--- src/rtl/memory_stage.sv ---
// Memory stage: issues data-bus requests and aligns load/store lanes.
// Optional MEM_MISALIGN_CHECK_EN traps misaligned accesses instead of aligning.

package mem_pkg;

  typedef logic [63:0] word_t;
  typedef logic [4:0]  creg_addr_t;

  typedef struct packed {
    logic       regwrite;
    logic       memread;
    logic       memwrite;
    logic [1:0] msize;
    logic       mem_unsigned;
  } ctl_t;

  typedef struct packed {
    word_t      pc;
    ctl_t       ctl;
    word_t      result_alu;
    word_t      wd;
    creg_addr_t wa;
  } execute_data_t;

  typedef struct packed {
    logic       valid;
    word_t      addr;
    logic [2:0] size;
    logic [7:0] strobe;
    word_t      data;
  } dbus_req_t;

  typedef struct packed {
    logic  data_ok;
    word_t data;
  } dbus_resp_t;

  typedef struct packed {
    word_t      pc;
    ctl_t       ctl;
    word_t      result;
    creg_addr_t wa;
    logic       misalign;
  } memory_data_t;

  typedef struct packed {
    creg_addr_t waM;
    word_t      resultM;
    logic       regwriteM;
    logic       loadbusyM;
  } forward_data_t;

endpackage

module memory_stage
  import mem_pkg::*;
(
  input  logic          clk,
  input  logic          reset,
  input  logic          dataE_valid,
  input  execute_data_t dataE,
  output logic          dataE_ready,
  output dbus_req_t     dreq,
  input  dbus_resp_t    dresp,
  output logic          dataM_valid,
  output memory_data_t  dataM,
  input  logic          dataM_ready,
  output forward_data_t forward
);

  typedef enum logic {
    IDLE,
    WAIT
  } state_e;

  typedef struct packed {
    word_t      pc;
    ctl_t       ctl;
    word_t      alu;
    creg_addr_t wa;
    word_t      addr;
    logic [7:0] strobe;
    word_t      data;
  } pend_t;

  state_e       state_q, state_d;
  pend_t        pend_q, pend_d;
  memory_data_t dataM_q, dataM_d;
  logic         dataM_valid_q, dataM_valid_d;

  logic       accept;
  logic       is_mem;
  logic       mis;
  logic       done;
  logic       go_bus;
  word_t      amask;
  word_t      eaddr;
  word_t      sdata;
  word_t      lsh;
  word_t      ldata;
  logic [7:0] bmask;
  logic [7:0] strobe;
  logic [2:0] off;

  always_comb begin
    amask = ~64'h0;
    bmask = 8'h01;
    unique case (dataE.ctl.msize)
      2'd0: begin
        amask = ~64'h0;
        bmask = 8'h01;
      end
      2'd1: begin
        amask = ~64'h1;
        bmask = 8'h03;
      end
      2'd2: begin
        amask = ~64'h3;
        bmask = 8'h0F;
      end
      default: begin
        amask = ~64'h7;
        bmask = 8'hFF;
      end
    endcase
    eaddr  = dataE.result_alu & amask;
    off    = eaddr[2:0];
    is_mem = dataE.ctl.memread | dataE.ctl.memwrite;
    strobe = dataE.ctl.memwrite ? (bmask << off) : 8'h00;
    sdata  = dataE.wd << {off, 3'b000};
  end

`ifdef MEM_MISALIGN_CHECK_EN
  assign mis = is_mem && (dataE.result_alu != eaddr);
`else
  assign mis = 1'b0;
`endif

  // Lane extraction uses the aligned address captured at accept time
  always_comb begin
    lsh   = dresp.data >> {pend_q.addr[2:0], 3'b000};
    ldata = lsh;
    unique case (pend_q.ctl.msize)
      2'd0: ldata = pend_q.ctl.mem_unsigned ?
                    {56'b0, lsh[7:0]} :
                    {{56{lsh[7]}}, lsh[7:0]};
      2'd1: ldata = pend_q.ctl.mem_unsigned ?
                    {48'b0, lsh[15:0]} :
                    {{48{lsh[15]}}, lsh[15:0]};
      2'd2: ldata = pend_q.ctl.mem_unsigned ?
                    {32'b0, lsh[31:0]} :
                    {{32{lsh[31]}}, lsh[31:0]};
      default: ldata = lsh;
    endcase
  end

  always_ff @(posedge clk or posedge reset) begin
    if (reset) begin
      state_q <= IDLE;
    end else begin
      state_q <= state_d;
    end
  end

  always_comb begin
    state_d = state_q;
    unique case (state_q)
      IDLE: if (go_bus) state_d = WAIT;
      WAIT: if (dresp.data_ok) state_d = IDLE;
    endcase
  end

  always_comb begin
    dataE_ready = (state_q == IDLE) &&
                  (!dataM_valid_q || dataM_ready);
    accept      = dataE_valid && dataE_ready;
    go_bus      = accept && is_mem && !mis;
    done        = (state_q == WAIT) && dresp.data_ok;
    dreq.valid  = (state_q == WAIT);
    dreq.addr   = pend_q.addr;
    dreq.size   = {1'b0, pend_q.ctl.msize};
    dreq.strobe = pend_q.strobe;
    dreq.data   = pend_q.data;
    forward.waM       = dataM_q.wa;
    forward.resultM   = dataM_q.result;
    forward.regwriteM = dataM_valid_q && dataM_q.ctl.regwrite;
    forward.loadbusyM = (state_q == WAIT) && pend_q.ctl.memread;
  end

  always_comb begin
    pend_d = pend_q;
    if (go_bus) begin
      pend_d.pc     = dataE.pc;
      pend_d.ctl    = dataE.ctl;
      pend_d.alu    = dataE.result_alu;
      pend_d.wa     = dataE.wa;
      pend_d.addr   = eaddr;
      pend_d.strobe = strobe;
      pend_d.data   = sdata;
    end
  end

  // Output register: drains on dataM_ready, reloads from bus or execute
  always_comb begin
    dataM_d       = dataM_q;
    dataM_valid_d = dataM_valid_q && !dataM_ready;
    if (done) begin
      dataM_d.pc       = pend_q.pc;
      dataM_d.ctl      = pend_q.ctl;
      dataM_d.result   = pend_q.ctl.memread ? ldata : pend_q.alu;
      dataM_d.wa       = pend_q.wa;
      dataM_d.misalign = 1'b0;
      dataM_valid_d    = 1'b1;
    end else if (accept && !go_bus) begin
      dataM_d.pc       = dataE.pc;
      dataM_d.ctl      = dataE.ctl;
      dataM_d.result   = dataE.result_alu;
      dataM_d.wa       = dataE.wa;
      dataM_d.misalign = mis;
      if (mis) dataM_d.ctl.regwrite = 1'b0;
      dataM_valid_d    = 1'b1;
    end
  end

  always_ff @(posedge clk or posedge reset) begin
    if (reset) begin
      pend_q        <= '0;
      dataM_q       <= '0;
      dataM_valid_q <= 1'b0;
    end else begin
      pend_q        <= pend_d;
      dataM_q       <= dataM_d;
      dataM_valid_q <= dataM_valid_d;
    end
  end

  assign dataM       = dataM_q;
  assign dataM_valid = dataM_valid_q;

endmodule

--- config.mk ---
export PLATFORM = sky130hd
export DESIGN_NAME = memory_stage
export DESIGN_NICKNAME = d
export VERILOG_FILES = /design/src/rtl/memory_stage.sv
export SDC_FILE = /design/constraint.sdc
export NUM_CORES = 1
export LEC_CHECK = 0
export BUFFER_PORTS_ARGS = -buffer_cell sky130_fd_sc_hd__buf_4
export CAP_MARGIN = 5
export CORE_AREA = 2 2 240 242
export DETAILED_ROUTE_END_ITERATION = 8
export DIE_AREA = 0 0 242 244
export SETUP_SLACK_MARGIN = 0.15
export SLEW_MARGIN = 20
export SYNTH_ARGS = -nofsm -noshare
export SYNTH_HDL_FRONTEND = slang
export SYNTH_SLANG_ARGS = --single-unit
--- constraint.sdc ---
create_clock -name clk -period 16.5 [get_ports clk]
set_input_delay 4.125 -clock clk [delete_from_list [all_inputs] [get_ports clk]]
set_output_delay 4.125 -clock clk [all_outputs]
set_load 0.02 [all_outputs]
### Word level (Yosys, flattened, before mapping)

Cells that the tools add are included.

* flip-flop bits (word level): 417
* bits of input ports: 272
* output and inout port bits: 353
* word-level logic and storage cells: 62

* eq/ne operators: 4
* shift-type cells: 3
* muxes and demuxes: 15
* bitwise operators: 3
* reductions and logical operators: 15

Operator list (number)
* $mux W140: 2
* $mux W64: 4
* $pmux W64 S3: 1
* $and A64 B64 Y64: 1
* $shl A64 B6 Y64: 1
* $shr A64 B6 Y64: 1
* $pmux W8 S3: 1
* $pmux W3 S3: 1
* $logic_and A1 B1 Y1: 8
* $mux W8: 1
* $shl A8 B3 Y8: 1
* $eq A2 B1 Y1 const B: 2
* $eq A2 B2 Y1 const B: 2
* $logic_not A2 Y1: 2
* $mux W1: 4
* $logic_not A1 Y1: 3
* $pmux W1 S2: 1
* $reduce_bool A2 Y1: 1
* $logic_or A1 B1 Y1: 1
* $not A1 Y1: 1
* $or A1 B1 Y1: 1

### Longest topological paths before layout

Gate-level depths: netlist of run 1.

* depth in word-level cells: 9
* mapped depth: 8
* mapped depth without buffers: 4

### Worst setup path after synthesis of run 1

OpenSTA, ideal clock, no wires.

* path kind: in2out
* start: input dataM_ready
* end: output dataE_ready
* arrival time: 5.026 ns
* setup slack: 7.349 ns
* stages on the path: 4
* cells stage by stage: nor2b_1 -> clkbuf_1 -> buf_1 -> nor2_1

* longest elaborated chain between the ends: 2

Ends and longest elaborated chain
* from (decl): RTL line 67 `input logic dataM_ready,`
* $logic_or A1 B1 Y1: RTL line 175 `(!dataM_valid_q || dataM_ready);`
* $logic_and A1 B1 Y1: RTL line 174 `dataE_ready = (state_q == IDLE) &&`
* to (decl): RTL line 62 `output logic dataE_ready,`

No other way between the ends.

### Final worst setup path of run 1

Ends and elaborated chain as after synthesis.

==> results of run 1 <==
-- state kept, by name, indices dropped and copies added (netlist names) --
signal / flops
dataM: 139
dataM_valid: 1
dreq: 77
pend_q: 137
state_q: 1
-- cell usage in the layout, fill, tap and decap left out, drive strengths merged, types with 51 or more instances in the layout --
cell and n:
buf 651, nand2 633, dfrtp 355, a31oi 116, nor2 94, mux2i 82
nor3 81, clkbuf 64, mux4 51, o31ai 51
-- critical path, cell delays in order --
cell                      delay (ps)
sky130_fd_sc_hd__buf_4           130
sky130_fd_sc_hd__nor2b_4          90
sky130_fd_sc_hd__buf_4           680
sky130_fd_sc_hd__nor2_1          300
sky130_fd_sc_hd__buf_4           260
-- logic make-up (layout without fill, tap and decap cells) --
family | Yosys count | in the layout
multiplexers | 151 | 151
buffers and inverters | 428 | 734
flip-flops | 355 | 355
other | 1 | 2
AO/OA/AOI/OAI | 479 | 479
AND/OR/NAND/NOR | 944 | 944
-- Yosys cell counts (10+ instances only) --
| cell type | n | area, um^2 |
|---|---|---|
| sky130_fd_sc_hd__a211oi_1 | 11 | 82.6 |
| sky130_fd_sc_hd__a21oi_1 | 31 | 155 |
| sky130_fd_sc_hd__a221oi_1 | 18 | 158 |
| sky130_fd_sc_hd__a22o_1 | 25 | 219 |
| sky130_fd_sc_hd__a31o_2 | 49 | 429 |
| sky130_fd_sc_hd__a31oi_1 | 116 | 726 |
| sky130_fd_sc_hd__a41oi_1 | 33 | 289 |
| sky130_fd_sc_hd__and3_1 | 12 | 75.1 |
| sky130_fd_sc_hd__buf_1 | 24 | 90.1 |
| sky130_fd_sc_hd__buf_2 | 29 | 145 |
| sky130_fd_sc_hd__buf_4 | 210 | 1580 |
| sky130_fd_sc_hd__clkbuf_1 | 154 | 578 |
| sky130_fd_sc_hd__dfrtp_1 | 355 | 8880 |
| sky130_fd_sc_hd__mux2i_1 | 82 | 821 |
| sky130_fd_sc_hd__mux4_2 | 51 | 1150 |
| sky130_fd_sc_hd__nand2_1 | 633 | 2380 |
| sky130_fd_sc_hd__nand3_1 | 18 | 90.1 |
| sky130_fd_sc_hd__nand3b_1 | 10 | 75.1 |
| sky130_fd_sc_hd__nand4_1 | 50 | 313 |
| sky130_fd_sc_hd__nor2_1 | 94 | 353 |
| sky130_fd_sc_hd__nor2b_1 | 13 | 81.3 |
| sky130_fd_sc_hd__nor3_1 | 79 | 395 |
| sky130_fd_sc_hd__o211ai_1 | 17 | 128 |
| sky130_fd_sc_hd__o21ai_0 | 36 | 180 |
| sky130_fd_sc_hd__o21ai_1 | 12 | 60.1 |
| sky130_fd_sc_hd__o31ai_1 | 51 | 383 |
| sky130_fd_sc_hd__o41ai_1 | 11 | 96.3 |
| sky130_fd_sc_hd__or4_1 | 11 | 82.6 |
-- path summary, 6_finish.rpt --
path,startpoint,slack (ps),to,depth (start not counted)
min in group asynchronous,reset,3680,pend_q[136],2
setup / recovery,dataM_ready,6780,dataE_ready,5
max in group asynchronous,reset,11320,pend_q[203],3
setup reg to reg,state_q,12680,dreq[6],6
hold / removal,pend_q[258],470,pend_q[258],2
hold reg to reg,pend_q[258],470,pend_q[258],2
-- where the power goes --
part | total (mW) | internal (mW) | switching [mW]
clock network | 0.984 | 0.585 | 0.399
registers | 1.51 | 1.20 | 0.312
logic | 2.08 | 0.845 | 1.23
-- metal layers --
layer / routed length [um] / up-vias
li1: - / 8743
met1: 36300 / 9962
met2: 41500 / 944
met3: 7360 / 158
met4: 2970 / 6
met5: 38 / -
-- final cells by class --
type / count / area (um^2)
clock inverter: 14 / 193
sequential: 355 / 8890
inverter: 5 / 26.3
clock buffer: 64 / 1270
fill: 5435 / 30200
tap: 756 / 946
timing repair buffer: 651 / 4920
multi-input combinational: 1576 / 9770
-- per-stage QoR --
step / instances / hold slack [ps] / worst slack, ps
CTS: 3421 / 477 / 6760
floorplan: 2359 / 445 / 2530
global placement: 3343 / 457 / 6780
finish: 3421 / 475 / 6780
global route: 3421 / 494 / 6710
detailed placement: 3343 / 463 / 6780
==> flow_summary.toml, run 1 <==
[yosys]
post_synth_num_cell_types = 57
portion_of_the_post_synthesis_area_used_by_sequential_elements_pct = 42.2
synth_enable_flop_cells = 0
combinational_family_with_the_most_area_after_synthesis = "simple AND/OR/NAND/NOR gates"
ys_warn_count = 0
synth-simple-area-share_pct = 19.1
ys_dominant_reg_cell = "sky130_fd_sc_hd__dfrtp_1"
post_synth_inst_count = 2358
yosys_reg_bits = 355
post_synth_instance_area_um2 = 21000
synth_area_per_cell_um2 = 8.92
post_synth_fa_ha_maj_area_fraction_pct = 0
mux_contribution_to_synthesized_area_pct = 10.3
synth-compound-area-share_pct = 16.5
async_set_or_reset_register_ratio_after_synthesis_pct = 100
post_synth_xor_area_fraction_pct = 0

[sta]
timing.final.max_slew_violations = 0
timing.setup.tns_ps = 0
tightestPinTransition_ps = 1130
achievable-frequency_ghz = 0.103
maxSlewHeadroom_pct = 24.7
period_minus_ws_final_ps = 9720
rsz0062_at_grt = "false"
final.period_utilization_pct = 58.9
setup_viol = 0
final.setup_skew_ps = 20.0
total_count_of_hold_check_failures_in_the_final_report = 0

[final_layout]
final_net_count = 2904
post-route-cell-area_um2 = 26000
drive_gt1_share_pct = 32.1
n_antenna_cell = 0
area_added_between_synthesis_and_finish_pct = 23.7
post-route-util_pct = 46.3

[grt]
grt_util_met2_pct = 46.3
grt_start_max_net_pins = 172
grt_util_all_layers_pct = 28.7
grt_overflow_total = 0
initial_antenna_violation_count = 3
global_route.usage.met3_pct = 7.35
use_met1_pct = 37.9
first_global_vias = 19300
wire_length_of_the_first_global_routing_pass_mm = 130
grt-busiest-layer = "met2"

[routing]
detail_route.wl_per_cell_um = 25.8
drt_pass1_iterations = 6
via_count = 19800
ant_nets = 0
total_drc_errors_in_the_routed_layout = 0
number_of_drc_markers_in_iteration_0 = 1902
drt_wl_total_mm = 88.1
viasPerCell = 5.79

[setup_path]
crit_path_max_fanout = 76
timing.setup.critical_path_class = "in2out"
worst_setup_path_start_kind = "primary input"
cp_data_arrival_time_ps = 5590
setup.worst_path.end_class = "primary output"
worstPathRequired_ps = 12380

[clocking]
clock_sinks = 355
post_cts.repair.setup_buffers = 0
clockBufferDepth = 3
insertion_delay_ps = 570
cts-resized-gates = 0
path_clk_slew_ps = 60
cts-htree-levels = 2
holdBufCountCts = 0
cts_tree = "yes"
root_buffer_selected_by_cts = "sky130_fd_sc_hd__clkbuf_16"
tritoncts.num_buffers = 43

[floorplanning]
floorplan.die.height_um = 244
placeableCoreArea_um2 = 56200
die_x_um = 242
floorplan.die_area_um2 = 59000
initial_core_util_pct = 37.4
io-pin-count = 625
row_count = 87

[placed_design]
gpl_wtd_cong = 0.935
place.detailed.hpwl_mm = 62.7
dpl_cell_area_um2 = 24500
placement.io_buffers = 622

[power]
worst_ir_drop_vdd_v = 0.0000973
cellLeakagePower_nw = 12.2
report.power.total_mw = 4.57
power_density_nw_per_um2 = 176

[status]
run_status = "finished clean"

[hold_path]
hold_path_class = "reg2reg"

[run]
cap_viol_max_count = 0
Power figures use the tool's default switching activity.
==> run 2: changes to the inputs <==
==> constraint.sdc (replaced) <==
create_clock -name clk -period 9.8 [get_ports clk]
set_input_delay 2.45 -clock clk [delete_from_list [all_inputs] [get_ports clk]]
set_output_delay 2.45 -clock clk [all_outputs]
set_load 0.02 [all_outputs]
==> flow_summary.toml, run 2 (synthesized netlist as in run 1, its figures left out) <==
[placed_design]
gpl_wtd_cong = 0.917
place_ws_ps = 4360
place.detailed.hpwl_mm = 63.3
placement.io_buffers = 622

[floorplanning]
die_x_um = 242
floorplan.die.height_um = 244
floorplan.die_area_um2 = 59000
io-pin-count = 625
row_count = 87
initial_core_util_pct = 37.4
placeableCoreArea_um2 = 56200

[clocking]
cts-resized-gates = 0
post_cts.repair.setup_buffers = 0
tritoncts.num_buffers = 43
clock_sinks = 355
root_buffer_selected_by_cts = "sky130_fd_sc_hd__clkbuf_16"
path_clk_slew_ps = 60
clockBufferDepth = 3
cts-htree-levels = 2
cts_tree = "yes"
insertion_delay_ps = 580
holdBufCountCts = 0

[final_layout]
most_common_library_cell_in_the_layout_ignoring_fill_and_taps = "sky130_fd_sc_hd__buf_4"
final_net_count = 2904
largest_register_ff_count = 139
number_of_filler_instances_in_the_final_layout = 5418
drive_gt1_share_pct = 32.0
post-route-util_pct = 46.2
area_added_between_synthesis_and_finish_pct = 23.3
mostFrequentLayoutCells = "sky130_fd_sc_hd__buf_4 (648), sky130_fd_sc_hd__nand2_1 (632), sky130_fd_sc_hd__dfrtp_1 (351)"

[grt]
grt_overflow_total = 0
initial_antenna_violation_count = 7
first_global_vias = 19300
grt_start_max_net_pins = 160
grt_util_all_layers_pct = 29.0
wire_length_of_the_first_global_routing_pass_mm = 130

[setup_path]
timing.setup.critical_path_class = "in2out"
worst_setup_path_start_kind = "primary input"
crit_path_max_fanout = 3
cp_data_arrival_time_ps = 2980
worstPathRequired_ps = 7350
setup.worst_path.end_class = "primary output"

[power]
internal_power_mw = 4.33
report.power.total_mw = 7.62
worst_ir_drop_vdd_v = 0.000143
clock_power_share_pct = 20.6
switching_fraction_pct = 43.1
p_sw_mw = 3.29
power.share.combinational_pct = 46.1
power_density_nw_per_um2 = 294
power.share.sequential_pct = 33.3
cellLeakagePower_nw = 12.1

[sta]
setup_viol = 0
rsz0062_at_grt = "false"
tightestPinTransition_ps = 1140
timing.final.max_slew_violations = 0
final_critical_path_setup_slack_ps = 4370
total_count_of_hold_check_failures_in_the_final_report = 0
final.setup_skew_ps = 24.9
maxSlewHeadroom_pct = 24.1
timing.setup.tns_ps = 0
period_minus_ws_final_ps = 5430
final.period_utilization_pct = 55.4
achievable-frequency_ghz = 0.184

[routing]
total_drc_errors_in_the_routed_layout = 0
drt_pass1_iterations = 6
viasPerCell = 5.80
via_count = 19900
number_of_drc_markers_in_iteration_0 = 1972
drt_wl_total_mm = 88.6
detail_route.wl_per_cell_um = 25.9
ant_nets = 0

[status]
run_status = "finished clean"

[hold_path]
hold_path_class = "reg2reg"

[run]
cap_viol_max_count = 0
-- run 2: worst paths after layout --
path	cells past startpoint	slack, ps	to	from
max in group asynchronous	4	6160	dataM[28]	reset
max reg2reg	6	6100	dataM[32]	dreq[76]
min reg2reg	2	470	pend_q[261]	pend_q[261]
max	4	4370	dataE_ready	dataM_ready
min in group asynchronous	3	2140	pend_q[178]	reset
min	2	470	pend_q[261]	pend_q[261]
-- run 2: power groups by stage --
stage          sequential (mW)  clock [mW]  combinational (mW)
2_1_floorplan             2.67           0                2.10
3_3_place_gp              2.52           0                3.49
3_5_place_dp              2.54           0                3.52
4_1_cts                   2.53        1.60                3.52
5_1_grt                   2.60        1.66                3.74
6_report                  2.53        1.57                3.51
-- run 2: layer usage --
| layer | wire, um | up-vias | share of wire, % | GRT usage, % |
|---|---|---|---|---|
| li1 | - | 8767 | - | - |
| met1 | 36000 | 9898 | 41 | 37.8 |
| met2 | 41800 | 1038 | 47 | 46.9 |
| met3 | 7990 | 164 | 9.0 | 7.63 |
| met4 | 2760 | 6 | 3.1 | 9.53 |
| met5 | 48 | - | 0.054 | 0 |
-- run 2: final cells by class --
class,instances,area (um^2),share of cell area [%]
antenna,4,10.0,0.0386
clock buffer,65,1260,4.86
clock inverter,12,111,0.430
inverter,5,22.5,0.0869
multi-input combinational,1576,9770,37.7
sequential,355,8890,34.3
tap,756,946,3.65
timing repair buffer,651,4920,19.0
-- run 2: through the flow --
stage                     cells  hold WS, ps  cell area, um^2
after floorplan            2359          445            21000
after global placement     3343          458            24500
after detailed placement   3343          463            24500
after CTS                  3420          478            25900
after global routing       3422          491            25900
final                      3424          475            25900
-- run 2: worst max-delay path: stages --
cell	delay, ps
sky130_fd_sc_hd__buf_4	140
sky130_fd_sc_hd__nor2b_4	140
sky130_fd_sc_hd__nor2_1	60
sky130_fd_sc_hd__buf_4	190
